==> src/rtl/ifetch_stage_pkg.sv <==
// Shared types and constants for the rvga instruction fetch stage.
package ifetch_stage_pkg;

    typedef logic [31:0] rvga_word;

    typedef enum logic [1:0] {
        e_rvga_ifetch_idle = 2'd0,
        e_rvga_ifetch_req  = 2'd1,
        e_rvga_ifetch_wait = 2'd2,
        e_rvga_ifetch_hold = 2'd3
    } rvga_ifetch_state_e;

    localparam rvga_word RVGA_NOP        = 32'h0000_0013;
    localparam rvga_word RVGA_INST_BYTES = 32'd4;

endpackage

==> src/rtl/ifetch_stage.sv <==
// rvga fetch stage: single-outstanding imem requests, redirect/stall handling,
// registered {pc, instruction, valid} into decode with NOP injection.
//
// state | meaning
// IDLE  | just out of reset, request next cycle
// REQ   | request valid on imem, waiting for ready
// WAIT  | request accepted, waiting for response
// HOLD  | response parked in skid while decode stalls
module ifetch_stage
    import ifetch_stage_pkg::*;
#(
    parameter rvga_word RESET_PC = 32'h0000_0000
) (
    input  logic     clk,
    input  logic     rst,
    output logic     imem_req_v,
    output rvga_word imem_req_addr,
    input  logic     imem_req_ready,
    input  logic     imem_resp_v,
    input  rvga_word imem_resp_data,
    input  logic     redirect_v,
    input  rvga_word redirect_pc,
    input  logic     stall,
    output rvga_word ifetch_decode_pc,
    output rvga_word ifetch_decode_instruction,
    output logic     ifetch_decode_v
);

    rvga_ifetch_state_e state_q, state_d;
    rvga_word           pc_q, pc_d;
    logic               kill_q, kill_d;
    rvga_word           skid_q, skid_d;
    rvga_word           skid_pc_q, skid_pc_d;
    rvga_word           dec_pc_q, dec_pc_d;
    rvga_word           dec_instr_q, dec_instr_d;
    logic               dec_v_q, dec_v_d;
    rvga_word           redirect_pc_aligned;

    assign redirect_pc_aligned = redirect_pc & ~32'h0000_0003;

    assign imem_req_v                = (state_q == e_rvga_ifetch_req);
    assign imem_req_addr             = pc_q;
    assign ifetch_decode_pc          = dec_pc_q;
    assign ifetch_decode_instruction = dec_instr_q;
    assign ifetch_decode_v           = dec_v_q;

    always_comb begin
        state_d     = state_q;
        pc_d        = pc_q;
        kill_d      = kill_q;
        skid_d      = skid_q;
        skid_pc_d   = skid_pc_q;
        dec_pc_d    = dec_pc_q;
        dec_instr_d = dec_instr_q;
        dec_v_d     = dec_v_q;

        // Nothing presented this cycle: bubble unless decode is holding.
        if (!stall) begin
            dec_instr_d = RVGA_NOP;
            dec_v_d     = 1'b0;
        end

        case (state_q)
            e_rvga_ifetch_idle: begin
                state_d = e_rvga_ifetch_req;
            end

            e_rvga_ifetch_req: begin
                if (redirect_v) begin
                    pc_d        = redirect_pc_aligned;
                    dec_instr_d = RVGA_NOP;
                    dec_v_d     = 1'b0;
                    if (imem_req_ready) begin
                        kill_d  = 1'b1;
                        state_d = e_rvga_ifetch_wait;
                    end
                end else if (imem_req_ready) begin
                    state_d = e_rvga_ifetch_wait;
                end
            end

            e_rvga_ifetch_wait: begin
                if (redirect_v) begin
                    pc_d        = redirect_pc_aligned;
                    dec_instr_d = RVGA_NOP;
                    dec_v_d     = 1'b0;
                    if (imem_resp_v) begin
                        kill_d  = 1'b0;
                        state_d = e_rvga_ifetch_req;
                    end else begin
                        kill_d  = 1'b1;
                    end
                end else if (imem_resp_v) begin
                    if (kill_q) begin
                        kill_d  = 1'b0;
                        state_d = e_rvga_ifetch_req;
                    end else if (!stall) begin
                        dec_pc_d    = pc_q;
                        dec_instr_d = imem_resp_data;
                        dec_v_d     = 1'b1;
                        pc_d        = pc_q + RVGA_INST_BYTES;
                        state_d     = e_rvga_ifetch_req;
                    end else begin
                        skid_d    = imem_resp_data;
                        skid_pc_d = pc_q;
                        pc_d      = pc_q + RVGA_INST_BYTES;
                        state_d   = e_rvga_ifetch_hold;
                    end
                end
            end

            e_rvga_ifetch_hold: begin
                if (redirect_v) begin
                    pc_d        = redirect_pc_aligned;
                    dec_instr_d = RVGA_NOP;
                    dec_v_d     = 1'b0;
                    state_d     = e_rvga_ifetch_req;
                end else if (!stall) begin
                    dec_pc_d    = skid_pc_q;
                    dec_instr_d = skid_q;
                    dec_v_d     = 1'b1;
                    state_d     = e_rvga_ifetch_req;
                end
            end

            default: begin
                state_d = e_rvga_ifetch_idle;
            end
        endcase
    end

    always_ff @(posedge clk or posedge rst) begin
        if (rst) begin
            state_q   <= e_rvga_ifetch_idle;
            pc_q      <= RESET_PC;
            kill_q    <= 1'b0;
            skid_q    <= RVGA_NOP;
            skid_pc_q <= '0;
        end else begin
            state_q   <= state_d;
            pc_q      <= pc_d;
            kill_q    <= kill_d;
            skid_q    <= skid_d;
            skid_pc_q <= skid_pc_d;
        end
    end

    always_ff @(posedge clk or posedge rst) begin
        if (rst) begin
            dec_pc_q    <= '0;
            dec_instr_q <= RVGA_NOP;
            dec_v_q     <= 1'b0;
        end else begin
            dec_pc_q    <= dec_pc_d;
            dec_instr_q <= dec_instr_d;
            dec_v_q     <= dec_v_d;
        end
    end

endmodule

==> config.mk <==
export PLATFORM = sky130hd
export DESIGN_NAME = ifetch_stage
export DESIGN_NICKNAME = d
export VERILOG_FILES = /design/src/rtl/ifetch_stage_pkg.sv /design/src/rtl/ifetch_stage.sv
export SDC_FILE = /design/constraint.sdc
export NUM_CORES = 1
export LEC_CHECK = 0
export CORE_MARGIN = 3
export CORE_UTILIZATION = 55
export DETAILED_ROUTE_END_ITERATION = 6
export PLACE_DENSITY = 0.87
export SKIP_CTS_REPAIR_TIMING = 1
export SYNTH_ARGS = -nofsm -noshare
export SYNTH_HDL_FRONTEND = slang
export SYNTH_SLANG_ARGS = --single-unit
==> constraint.sdc <==
create_clock -name clk -period 12.1 [get_ports clk]
set_input_delay 2.42 -clock clk [delete_from_list [all_inputs] [get_ports clk]]
set_output_delay 2.42 -clock clk [all_outputs]
set_load 0.005 [all_outputs]
==> results of run 1 <==
==> state kept, by name, summed over array words and instances, names as in the netlist <==
register	cells
state_q	2
ifetch_decode_v	1
skid_q	32
imem_req_addr	30
skid_pc_q	30
ifetch_decode_instruction	32
ifetch_decode_pc	30
kill_q	1
==> power breakdown <==
part / total [mW] / internal (mW) / switching (mW)
clock network: 0.559 / 0.351 / 0.209
logic: 0.816 / 0.426 / 0.390
registers: 0.908 / 0.725 / 0.184
==> critical path, delay by kind of cell <==
| family | cells | cell delay, ns |
|---|---|---|
| simple gates | 2 | 1.02 |
| buf+inv | 4 | 1.46 |
| mux | 1 | 0.33 |
==> cells in the final DEF (no fill, tap or decap), types with 3 or more instances in the layout <==
cell / synthesis / layout
a22o_1: 29 / 29
nand3_1: 20 / 20
and4_1: 4 / 4
o21ai_0: 54 / 54
a22oi_1: 29 / 29
o22ai_1: 8 / 8
clkbuf_16: 0 / 17
buf_4: 7 / 8
nand4_1: 7 / 7
o22a_1: 6 / 6
a21oi_1: 34 / 33
nor3_1: 5 / 5
nor2_1: 55 / 54
and3_1: 6 / 6
a31oi_1: 7 / 7
a2bb2oi_1: 7 / 7
clkbuf_8: 0 / 5
dfrtp_1: 152 / 152
nand2_1: 64 / 63
mux2_2: 63 / 63
inv_1: 8 / 7
dfstp_2: 6 / 6
or3_1: 7 / 7
a32oi_1: 4 / 4
mux2i_1: 31 / 31
clkdlybuf4s50_1: 0 / 161
o21a_1: 3 / 3
conb_1: 1 / 4
clkinvlp_4: 0 / 5
bufinv_16: 0 / 3
ha_1: 6 / 5
==> layer usage <==
| layer | track usage | part of all wire | vias up | wire, um |
|---|---|---|---|---|
| met4 | 0.0847 | 0.013 | 0 | 257 |
| met1 | 0.328 | 0.41 | 3137 | 8040 |
| met2 | 0.432 | 0.49 | 284 | 9570 |
| met3 | 0.0834 | 0.086 | 28 | 1670 |
| li1 | - | - | 2820 | - |
| met5 | 0 | 0 | - | 0 |
==> Yosys cell counts, drive strengths merged (2+ instances only) <==
master and instances:
o21a 3, dfrtp 152, a31oi 7, dfstp 6, and4 5, buf 25, and3 7, a211oi 2
o21ai 56, a22o 29, mux2i 31, nor4 2, o22a 6, clkbuf 35, a311oi 2, or3 7
mux2 63, nand2 64, a2bb2oi 7, a32oi 4, nor3 7, inv 8, ha 6, a22oi 29
nand3 22, o22ai 8, a21oi 34, nor2 55, nand4 7
==> final cells by class <==
cell class	instances	area (um2)	share of cell area
repair buffers	169	1670	0.170
multi-input cells	481	3300	0.337
clock inverters	9	133	0.0135
flip-flops and latches	158	3960	0.403
inverters	8	35.0	0.00357
well taps	176	220	0.0224
clock buffers	22	494	0.0503
==> kinds of logic (layout without fill, tap and decap cells) <==
family	count (synthesis)	count (layout)	share of synthesized area
buffers and inverters	68	208	0.0403
adders and majority gates	6	6	0.0100
and+or+nand+nor	184	184	0.117
other	1	4	0.000499
muxes	94	94	0.136
DFF	158	158	0.527
AOI/OAI and AO/OA	193	193	0.169
==> how the worst max path moves through the flow <==
stage | from | end | slack, ns | depth (start not counted)
after floorplan | rst | ifetch_decode_instruction[10] | 5.43 | 1
after global placement | stall | skid_pc_q[15] | 6.83 | 7
after detailed placement | stall | skid_pc_q[8] | 6.72 | 7
after CTS | stall | skid_pc_q[19] | 7.16 | 7
after global routing | stall | skid_pc_q[19] | 7.03 | 7
final | stall | skid_pc_q[19] | 7.14 | 7
==> through the flow <==
step | power (mW) | instances | hold slack, ns
2_1_floorplan | 1.33 | 707 | 0.463
3_3_place_gp | 1.67 | 992 | 0.465
3_5_place_dp | 1.72 | 992 | 0.469
4_1_cts | 2.29 | 1023 | 0.483
5_1_grt | 2.42 | 1023 | 0.509
6_report | 2.28 | 1023 | 0.478
==> impl_metrics.csv, run 1 <==
group,metric,value,unit
run_status,status,"complete, no violations",
yosys,syn_area_per_cell,10.7,um2
yosys,synth_edf_count,0,
critical_path,max_stage_delay,0.59,ns
global_route,grt_pass1_vias,6219,
routing,drtIter0Drc,530,
floorplan,start_util,0.565,
critical_path,path_cells,"clkdlybuf4s50_1 -> buf_4 -> inv_1 -> nor4_1 -> nand2_2 -> buf_4 -> mux2_2",
critical_path,critPathLaunchType,"primary input",
global_route,grt_use_total,0.262,
critical_path,crit_top_cell,"buf_4",
global_route,grt_max_degree,83,
timing,max_freq,202,MHz
clock_network,cts_buffers,17,
min_path,holdPathStages,2,
yosys,ys_top_cells_by_area,"dfrtp_1, mux2_2, mux2i_1, o21ai_0, a22o_1",
critical_path,worst_r2r_startpoint,"state_q[0]",
timing,setup_viol,0,
timing,worstMarginPinSlew,1.22,ns
timing,post-route-period-util,0.410,
global_route,gr-total-overflow,0,
critical_path,crit_required,12.40,ns
clock_network,cts-root-buf,"clkbuf_16",
placed_design,post-place-ws,6.72,ns
floorplan,core.rowCount,42,
min_path,hold_path.class,"reg -> reg",
timing,timing.setup.tns,0,ns
min_path,hold_end,"ifetch_decode_pc[25]",
clock_network,clockBufferDepth,2,
timing,finalWorstPathRequiredPeriod,4.96,ns
yosys,ys_ff_latch,158,
timing,rsz0062_at_grt,"false",
critical_path,rr_endpoint,"imem_req_addr[14]",
clock_network,cts.sinks,158,
critical_path,cp.arrival,5.25,ns
critical_path,cp_slowest_cell,"nand2_2",
routing,wire_per_inst,19.1,um
critical_path,path_class,"in -> reg",
yosys,yosys_warnings,0,
layout,nets,911,
timing,hold_viol_final,0,
placed_design,gp_congestion,0.879,
floorplan,core,13300,um2
placed_design,dpl-instance-area,9190,um2
critical_path,crit_fanout,38,
timing,slew_headroom,0.184,
floorplan,num_io_pins,168,
timing,fin_worst_skew,0.00809,ns
placed_design,dpl.hpwl,12600,um
yosys,synthArstFlopShare,1.00,
global_route,grt_first_pass_wirelength,30900,um
layout,diodes,0,
critical_path,worstRegToRegCells,6,
timing,maxSlewViolCount,0,
yosys,syn_area,7510,um2
clock_network,clock_latency,0.42,ns
critical_path,r2r_slack,8.87,ns
layout,design_area,9820,um2
placed_design,io_buffers,161,
power,power-per-cell-area,233,nW/um2
yosys,synth_top_area_share,0.506,
job,drv_cap,0,
yosys,syn_inst,704,
floorplan,die_h,123,um
min_path,worstHoldStart,"ifetch_decode_pc[25]",
routing,vias,6269,
clock_network,cts-htree-levels,4,
yosys,ys_seq_area_frac,0.527,
layout,drive_above_1_share,0.148,
clock_network,cts_tree,"yes",
clock_network,path_clk_slew,0.06,ns
layout,fin_util,0.739,
yosys,synth_ff_type,"dfrtp_1",
yosys,ys_types,53,
critical_path,end_kind,"flop",
routing,drc_errors,0,
routing,wl,19500,um
timing,fin_ws,7.14,ns
power,p_leak,4.19,nW
routing,ant_nets,0,
yosys,yosys.area.top_type,"dfrtp_1",
layout,fillers,906,
layout,syn2layout_area_growth,30.8,%
routing,viasPerCell,6.13,
floorplan,die_w,123,um
global_route,antenna_found_initial,0,
power,peakVddDrop,0.128,mV
floorplan,dieArea,15100,um2
routing,drt_pre_antenna_iters,5,
Note: power is estimated with default switching activity, not from simulation.
==> run 2, diff against run 1 <==
--- a/config.mk
+++ b/config.mk
@@ -6,9 +6,9 @@
 export NUM_CORES = 1
 export LEC_CHECK = 0
 export CORE_MARGIN = 3
-export CORE_UTILIZATION = 55
+export CORE_UTILIZATION = 46
 export DETAILED_ROUTE_END_ITERATION = 6
-export PLACE_DENSITY = 0.87
+export PLACE_DENSITY = 0.78
 export SKIP_CTS_REPAIR_TIMING = 1
 export SYNTH_ARGS = -nofsm -noshare
 export SYNTH_HDL_FRONTEND = slang
==> constraint.sdc (replaced) <==
create_clock -name clk -period 4.3 [get_ports clk]
set_input_delay 0.86 -clock clk [delete_from_list [all_inputs] [get_ports clk]]
set_output_delay 0.86 -clock clk [all_outputs]
set_load 0.005 [all_outputs]
==> run 2 against run 1 <==
  * Clock power rose to 2.5 times the previous value
  * Via count shrank 3.7%
  * Clock-buffer cell count shrank 3
  * Cell count up 4.7%
  * Global-route usage down 4.5 points
  * Clock skew up 0.0025 ns
  * Critical path type is now reg -> reg
  * Setup slack got worse by 5.9 ns
  * Critical path depth unchanged
  * Final area up 0.46%
  * Register-to-register slack got worse by 7.6 ns
  * Die area up 19%
  * Power rose to 2.7 times the previous value
==> impl_metrics.csv, run 2 (same netlist as run 1, synthesis figures left out) <==
group,metric,value,unit
run_status,status,"complete, no violations",
clock_network,cts-root-buf,"clkbuf_16",
floorplan,die_w,134,um
timing,maxSlewViolCount,0,
timing,rsz0062_at_grt,"false",
routing,drc_errors,0,
critical_path,crit_fanout,70,
layout,nets,916,
layout,layout_common_cells,"clkdlybuf4s50_1, dfrtp_1, mux2_2, nand2_1",
clock_network,clockBufferDepth,2,
global_route,grt_first_pass_wirelength,31100,um
layout,design_area,9860,um2
layout,fillers,1289,
clock_network,cts_tree,"yes",
clock_network,cts_buffers,17,
global_route,grt_pass1_vias,5951,
power,power-per-cell-area,631,nW/um2
critical_path,path_class,"reg -> reg",
routing,vias,6035,
placed_design,io_buffers,161,
critical_path,cp.arrival,3.40,ns
timing,hold_viol_final,0,
global_route,grt_max_degree,71,
placed_design,dp.cells,1037,
min_path,hold_path.class,"reg -> reg",
floorplan,dieArea,17900,um2
power,p_leak,4.20,nW
layout,syn2layout_area_growth,31.4,%
layout,regArea,3960,um2
timing,worstMarginPinSlew,1.05,ns
layout,drive_above_1_share,0.154,
layout,multi_input_area,3300,um2
floorplan,start_util,0.471,
timing,timing.setup.tns,0,ns
critical_path,end_kind,"flop",
timing,max_freq,329,MHz
routing,drtIter0Drc,405,
routing,drt_pre_antenna_iters,5,
critical_path,critPathLaunchType,"flop",
timing,fin_worst_skew,0.0106,ns
global_route,grt_use_total,0.217,
timing,setup_viol,0,
routing,ant_nets,0,
layout,stdcell_count,1071,
routing,wl,19200,um
routing,viasPerCell,5.63,
critical_path,crit_required,4.66,ns
clock_network,cts.sinks,158,
job,drv_cap,0,
global_route,antenna_found_initial,2,
placed_design,gp_congestion,0.786,
placed_design,dpl.hpwl,12600,um
timing,post-route-period-util,0.708,
floorplan,die_h,134,um
floorplan,core,15900,um2
global_route,gr-total-overflow,0,
routing,wire_per_inst,17.9,um
clock_network,path_clk_slew,0.07,ns
power,peakVddDrop,0.467,mV
placed_design,dpl-instance-area,9300,um2
layout,layout_commonest_cell,"clkdlybuf4s50_1",
floorplan,core.rowCount,46,
clock_network,cts-htree-levels,4,
timing,finalWorstPathRequiredPeriod,3.04,ns
timing,slew_headroom,0.301,
floorplan,num_io_pins,168,
clock_network,clock_latency,0.42,ns
## run 2: cell count changes in the layout (fill, tap and decap cells not counted), sizes merged, moves of 2 or more
cell | previous run | this run
buf | 8 | 13
bufinv | 3 | 0
clkbuf | 22 | 19
clkinv | 1 | 4
diode | 0 | 2
inv | 8 | 13
## run 2: power breakdown
part           total [mW]  leakage, nW  internal, mW  switching [mW]
clock                1.41        0.268         0.779           0.635
combinational        2.28         1.90          1.21            1.07
sequential           2.53         2.03          2.04           0.491
total                6.23         4.20          4.03            2.20
## run 2: area by class of cell
class / instances / area share
Antenna cell: 2 / 0.000507
Clock buffer: 19 / 0.0459
Clock inverter: 13 / 0.0104
Inverter: 8 / 0.00342
Multi-Input combinational cell: 481 / 0.335
Sequential cell: 158 / 0.402
Tap cell: 216 / 0.0274
Timing Repair Buffer: 174 / 0.176
## run 2: path summary, 6_finish.rpt
kind | start | end | slack (ns) | cells past startpoint
max | state_q[0] | imem_req_addr[31] | 1.26 | 7
min | ifetch_decode_pc[21] | ifetch_decode_pc[21] | 0.48 | 2
max reg2reg | state_q[0] | imem_req_addr[31] | 1.26 | 7
min reg2reg | ifetch_decode_pc[21] | ifetch_decode_pc[21] | 0.48 | 2
max in group asynchronous | rst | ifetch_decode_pc[8] | 2.46 | 3
min in group asynchronous | rst | ifetch_decode_pc[14] | 0.95 | 2
## run 2: per-layer routing
layer | up-vias | wire length (um) | GRT usage
li1 | 2838 | - | -
met1 | 2978 | 8380 | 0.294
met2 | 204 | 9470 | 0.347
met3 | 15 | 1130 | 0.0518
met4 | 0 | 233 | 0.0697
met5 | - | 0 | 0
## run 2: critical path: stages, from the launching register on
cell	delay, ns
dfrtp_1	0.47
ha_4	0.88
or3_1	0.37
o21ai_2	0.21
buf_4	0.30
or3_1	0.35
or3_1	0.30
nand3_1	0.08
## run 2: metrics by stage
stage                     hold slack, ns  setup slack, ns  power [mW]  utilization
after CTS                          0.483             1.27        6.26        0.618
after floorplan                    0.463             1.44        3.75            -
final                              0.475             1.26        6.23        0.619
after global routing               0.499             1.03        6.65        0.619
after detailed placement           0.470             1.04        4.82        0.584
after global placement             0.460             1.04        4.75        0.584
==> run 3, diff against run 2 <==
--- a/config.mk
+++ b/config.mk
@@ -6,9 +6,9 @@
 export NUM_CORES = 1
 export LEC_CHECK = 0
 export CORE_MARGIN = 3
-export CORE_UTILIZATION = 46
+export CORE_UTILIZATION = 51
 export DETAILED_ROUTE_END_ITERATION = 6
-export PLACE_DENSITY = 0.78
+export PLACE_DENSITY = 0.82
 export SKIP_CTS_REPAIR_TIMING = 1
 export SYNTH_ARGS = -nofsm -noshare
 export SYNTH_HDL_FRONTEND = slang
==> constraint.sdc (replaced) <==
create_clock -name clk -period 3.2 [get_ports clk]
set_input_delay 0.64 -clock clk [delete_from_list [all_inputs] [get_ports clk]]
set_output_delay 0.64 -clock clk [all_outputs]
set_load 0.005 [all_outputs]
==> run 3 against run 2 <==
  * Worst hold slack gained 0.00053 ns
  * Global-route usage grew 2.5 points
  * Utilization grew 7.9 points
  * Die area shrank 9.4%
  * Combinational power grew 36%
  * Setup slack lost 0.70 ns
  * Clock skew shrank 0.0020 ns
  * Register-to-register slack lost 0.62 ns
  * Critical path type is now reg -> out
  * Highest routed layer is now met5
==> impl_metrics.csv, run 3 (same netlist as run 1, synthesis figures left out) <==
group,metric,value,unit
floorplan,core,14100,um2
timing,setup_viol,0,
placed_design,io_buffers,161,
layout,nets,918,
critical_path,crit_fanout,10,
clock_network,cts_tree,"yes",
timing,hold_viol_final,0,
clock_network,clockBufferDepth,2,
job,drv_cap,0,
global_route,grt_pass1_vias,6173,
layout,syn2layout_area_growth,31.5,%
clock_network,cts-root-buf,"clkbuf_16",
routing,drc_errors,0,
critical_path,critPathLaunchType,"flop",
timing,post-route-period-util,0.825,
clock_network,cts-htree-levels,4,
clock_network,clock_latency,0.42,ns
floorplan,die_h,127,um
timing,worstMarginPinSlew,1.29,ns
clock_network,cts_buffers,17,
layout,stdcell_count,1032,
routing,drt_pre_antenna_iters,7,
power,peakVddDrop,0.593,mV
global_route,grt_max_degree,159,
floorplan,die_w,127,um
layout,fillers,1025,
run_status,status,"complete, no violations",
placed_design,dp.cells,1003,
floorplan,start_util,0.531,
routing,vias,6180,
global_route,gr-total-overflow,0,
timing,max_freq,379,MHz
critical_path,cp.arrival,2.00,ns
clock_network,cts.sinks,158,
critical_path,end_kind,"output port",
critical_path,path_class,"reg -> out",
routing,wl,19400,um
timing,maxSlewViolCount,0,
min_path,hold_path.class,"reg -> reg",
power,power-per-cell-area,874,nW/um2
power,p_leak,4.22,nW
placed_design,gp_congestion,0.906,
routing,wire_per_inst,18.8,um
timing,timing.hold.ws,0.476,ns
placed_design,dpl.hpwl,12700,um
timing,finalWorstPathRequiredPeriod,2.64,ns
layout,fin_util,0.698,
floorplan,num_io_pins,168,
floorplan,core.rowCount,43,
timing,fin_worst_skew,0.00867,ns
global_route,antenna_found_initial,1,
clock_network,path_clk_slew,0.06,ns
floorplan,dieArea,16200,um2
placed_design,dpl-instance-area,9270,um2
timing,timing.setup.tns,0,ns
layout,diodes,0,
global_route,grt_first_pass_wirelength,31300,um
critical_path,crit_required,2.56,ns
layout,drive_above_1_share,0.153,
routing,drtIter0Drc,455,
layout,layout_commonest_cell,"clkdlybuf4s50_1",
layout,design_area,9870,um2
routing,viasPerCell,5.99,
timing,slew_headroom,0.139,
timing,rsz0062_at_grt,"false",
global_route,grt_use_total,0.242,
routing,ant_nets,0,
layout,layout_common_cells,"clkdlybuf4s50_1, dfrtp_1, mux2_2, nand2_1",
-- run 3: report_power, final --
| part | switching, mW | internal (mW) | leakage (nW) |
|---|---|---|---|
| clock network | 0.778 | 1.29 | 0.278 |
| registers | 0.710 | 2.74 | 2.03 |
| logic | 1.47 | 1.64 | 1.91 |
-- run 3: area by class of cell --
cell class | instances | area, um2 | share of cell area
flip-flops and latches | 158 | 3960 | 0.401
well taps | 180 | 225 | 0.0228
multi-input cells | 481 | 3300 | 0.335
clock buffers | 17 | 425 | 0.0431
clock inverters | 12 | 173 | 0.0175
inverters | 8 | 33.8 | 0.00342
repair buffers | 176 | 1750 | 0.177
-- run 3: stage by stage --
step / total power, mW / setup WS (ns)
2_1_floorplan: 5.04 / 0.564
3_3_place_gp: 6.37 / 0.399
3_5_place_dp: 6.56 / 0.314
4_1_cts: 8.67 / 0.531
5_1_grt: 9.13 / 0.350
6_report: 8.63 / 0.561
-- run 3: worst max-delay path, stage by stage, from the launching register on --
cell	delay [ns]
dfrtp_1	0.43
inv_1	0.14
ha_1	0.43
clkdlybuf4s50_1	0.58
-- run 3: worst paths after layout --
kind,startpoint,end,slack [ns],cells after the start
max,state_q[1],imem_req_v,0.56,3
min,ifetch_decode_pc[25],ifetch_decode_pc[25],0.48,2
max reg2reg,state_q[0],ifetch_decode_pc[16],0.64,7
min reg2reg,ifetch_decode_pc[25],ifetch_decode_pc[25],0.48,2
max in group asynchronous,rst,ifetch_decode_pc[22],1.74,3
min in group asynchronous,rst,ifetch_decode_instruction[2],0.75,3
-- run 3: per-layer routing --
metal / share of wire / GRT usage / wire [um] / vias up
met3: 0.086 / 0.0719 / 1660 / 29
met5: 0.00067 / 0 / 13 / -
met1: 0.42 / 0.324 / 8150 / 3055
met4: 0.016 / 0.0845 / 319 / 2
li1: - / - / - / 2840
met2: 0.48 / 0.378 / 9280 / 254
==> patch (flow settings as in run 3) <==
The 4 states of `rvga_ifetch_state_e` get a Gray code encoding in 2 bits.
--- a/src/rtl/ifetch_stage_pkg.sv
+++ b/src/rtl/ifetch_stage_pkg.sv
@@ -5,8 +5,8 @@
 
     typedef enum logic [1:0] {
-        e_rvga_ifetch_idle = 2'd0,
-        e_rvga_ifetch_req  = 2'd1,
-        e_rvga_ifetch_wait = 2'd2,
-        e_rvga_ifetch_hold = 2'd3
+        e_rvga_ifetch_idle = 2'b00,
+        e_rvga_ifetch_req  = 2'b01,
+        e_rvga_ifetch_wait = 2'b11,
+        e_rvga_ifetch_hold = 2'b10
     } rvga_ifetch_state_e;
 
Function: same outputs for any inputs over 4 cycles, from zero or initial values and one cycle with rst high; so few cycles prove little.
==> patch against run 3 <==
Sequential cell count is the same. Largest power group is now combinational logic. Utilization increased by 0.21 points. Area after synthesis increased by 0.13%. Setup slack improved by 170 ps. Total power is 9.2% higher. First-iteration DRC count shrank 2.2%. Wire length hardly changed. Final area grew 0.30%. Cell count up 0.19%.
==> patch: results (changes against run 3) <==
STA
  • Normalized max-slew margin: 18.2% (was 13.9%)
  • Final Skew: 7.11 ps (was 8.67 ps)

Placed design
  • Area after DPL: 0.00929 mm² (was 0.00927 mm²)
  • Routability cong.: 0.856 (was 0.906)
  • DP Wirelength: 12,700 µm (about the same)
  • DP Cell Count: 1,002 (was 1,003)
  • IO Port Bufs: 161 (unchanged)

Clock network
  • H-tree depth: 4 (unchanged)
  • Clock Pin Slew Worst Setup and Hold Paths: 60 ps (about the same)

Setup path
  • CP top delay family: compound AO/OA/AOI/OAI gates (was buffers and inverters)
  • CP arrival: 2780 ps (was 2000 ps)
  • Slowest cell on crit path: o22a_1 (was clkdlybuf4s50_1)
  • Critical path peak fanout: 15 (was 10)
  • Crit-path max cell delay: 450 ps (was 580 ps)

Worst hold path
  • Hold crit path type: flop to flop (unchanged)

Cells and area
  • # diodes: 0 (unchanged)
  • Fin nets: 916 (was 918)
  • Fraction of layout cells with a size suffix above 1: 15.7% (was 15.3%)
  • Fillers: 988 (was 1,025)

Synth
  • Post-synthesis sequential area ratio: 52.7% (about the same)
  • Synthesis warning total: 0 (unchanged)
  • Number of distinct library cells after synthesis: 61 (was 53)
  • Top post-synthesis cells by area: dfrtp_1 51%, mux2_2 9.3%, mux2i_1 4.0% (was dfrtp_1 51%, mux2_2 9.4%, mux2i_1 4.1%)
  • Cells after Synth: 702 (was 704)
  • Synth cell count leaders: 152 x dfrtp_1, 62 x mux2_2, 61 x nor2_1, 59 x nand2_1, 50 x o21ai_0 (was 152 x dfrtp_1, 64 x nand2_1, 63 x mux2_2, 55 x nor2_1, 54 x o21ai_0)

GRT
  • Initial antenna violation count: 0 (was 1)
  • Largest net degree at the start of global routing: 159 (unchanged)
  • Total GRT Usage: 24.0% (was 24.2%)
  • First-pass GRT wire length: 31,400 µm (was 31,300 µm)

Drt
  • Vias per cell: 6.06 (was 5.99)
  • WL per Instance: 18.8 µm (about the same)
  • Detailed-route via count: 6,264 (was 6,180)
  • Starting DRT DRC Count: 445 (was 455)
  • Drt pass-1 iters: 5 (was 7)

Power and ir drop
  • Static leakage: 0.00410 µW (was 0.00422 µW)
  • Worst VDD drop: 0.563 mV (was 0.593 mV)

Outcome
  • Outcome: finished, final reports clean (unchanged)
[patch: cell count changes after synthesis, sizes merged, moves of 4 or more]
cell and delta:
or3 -4, nor2 +6, nand2 -5, nand3 -8, o21ai -5, clkbuf +11
nor3 +8, buf -12
[patch: metrics by stage]
| stage | hold slack [ps] | util, % | setup slack (ps) |
|---|---|---|---|
| global route | 506 | 70.0 | 553 |
| finish | 481 | 70.0 | 732 |
| floorplan | 463 | - | 564 |
| detailed placement | 476 | 65.7 | 424 |
| CTS | 489 | 70.0 | 722 |
| global placement | 462 | 65.7 | 494 |
[patch: layout make-up]
type	instances	area share (%)
repair buffers	176	17.8
clock buffers	23	4.83
multi-input cells	481	33.5
well taps	180	2.27
flip-flops and latches	158	40.0
inverters	7	0.303
clock inverters	9	1.34
[patch: where the power goes]
part           total [µW]  internal (µW)  switching (µW)
registers            3610           2850             765
logic                3720           1970            1750
clock network        2090           1290             798
[patch: final timing paths]
kind	from	end	slack, ps	cells past startpoint
worst max register to register	state_q[0]	imem_req_addr[13]	730	7
max in group asynchronous	rst	skid_q[19]	1680	3
worst min register to register	ifetch_decode_pc[27]	ifetch_decode_pc[27]	480	2
worst max-delay path	state_q[0]	imem_req_addr[13]	730	7
worst min-delay path	ifetch_decode_pc[27]	ifetch_decode_pc[27]	480	2
min in group asynchronous	rst	ifetch_decode_pc[8]	730	3
[patch: logic make-up after synthesis]
group | after synthesis | synth area share [%]
compound gates | 190 | 16.9
simple gates | 190 | 12.4
flops | 158 | 52.7
mux | 92 | 13.3
buf+inv | 66 | 3.91
fa+ha+maj | 5 | 0.832
other cells | 1 | 0.0499
[patch: per-layer routing]
metal	track usage (%)	wire (µm)
met3	7.65	1580
met5	0	0
met1	30.8	8180
met4	7.51	354
met2	39.1	9310
[patch: worst min-delay path: cells and delay by family (launching register included)]
| family | cells | cell delay (ps) |
|---|---|---|
| simple gates | 1 | 50 |
| compound gates | 1 | 60 |
| flops | 1 | 340 |
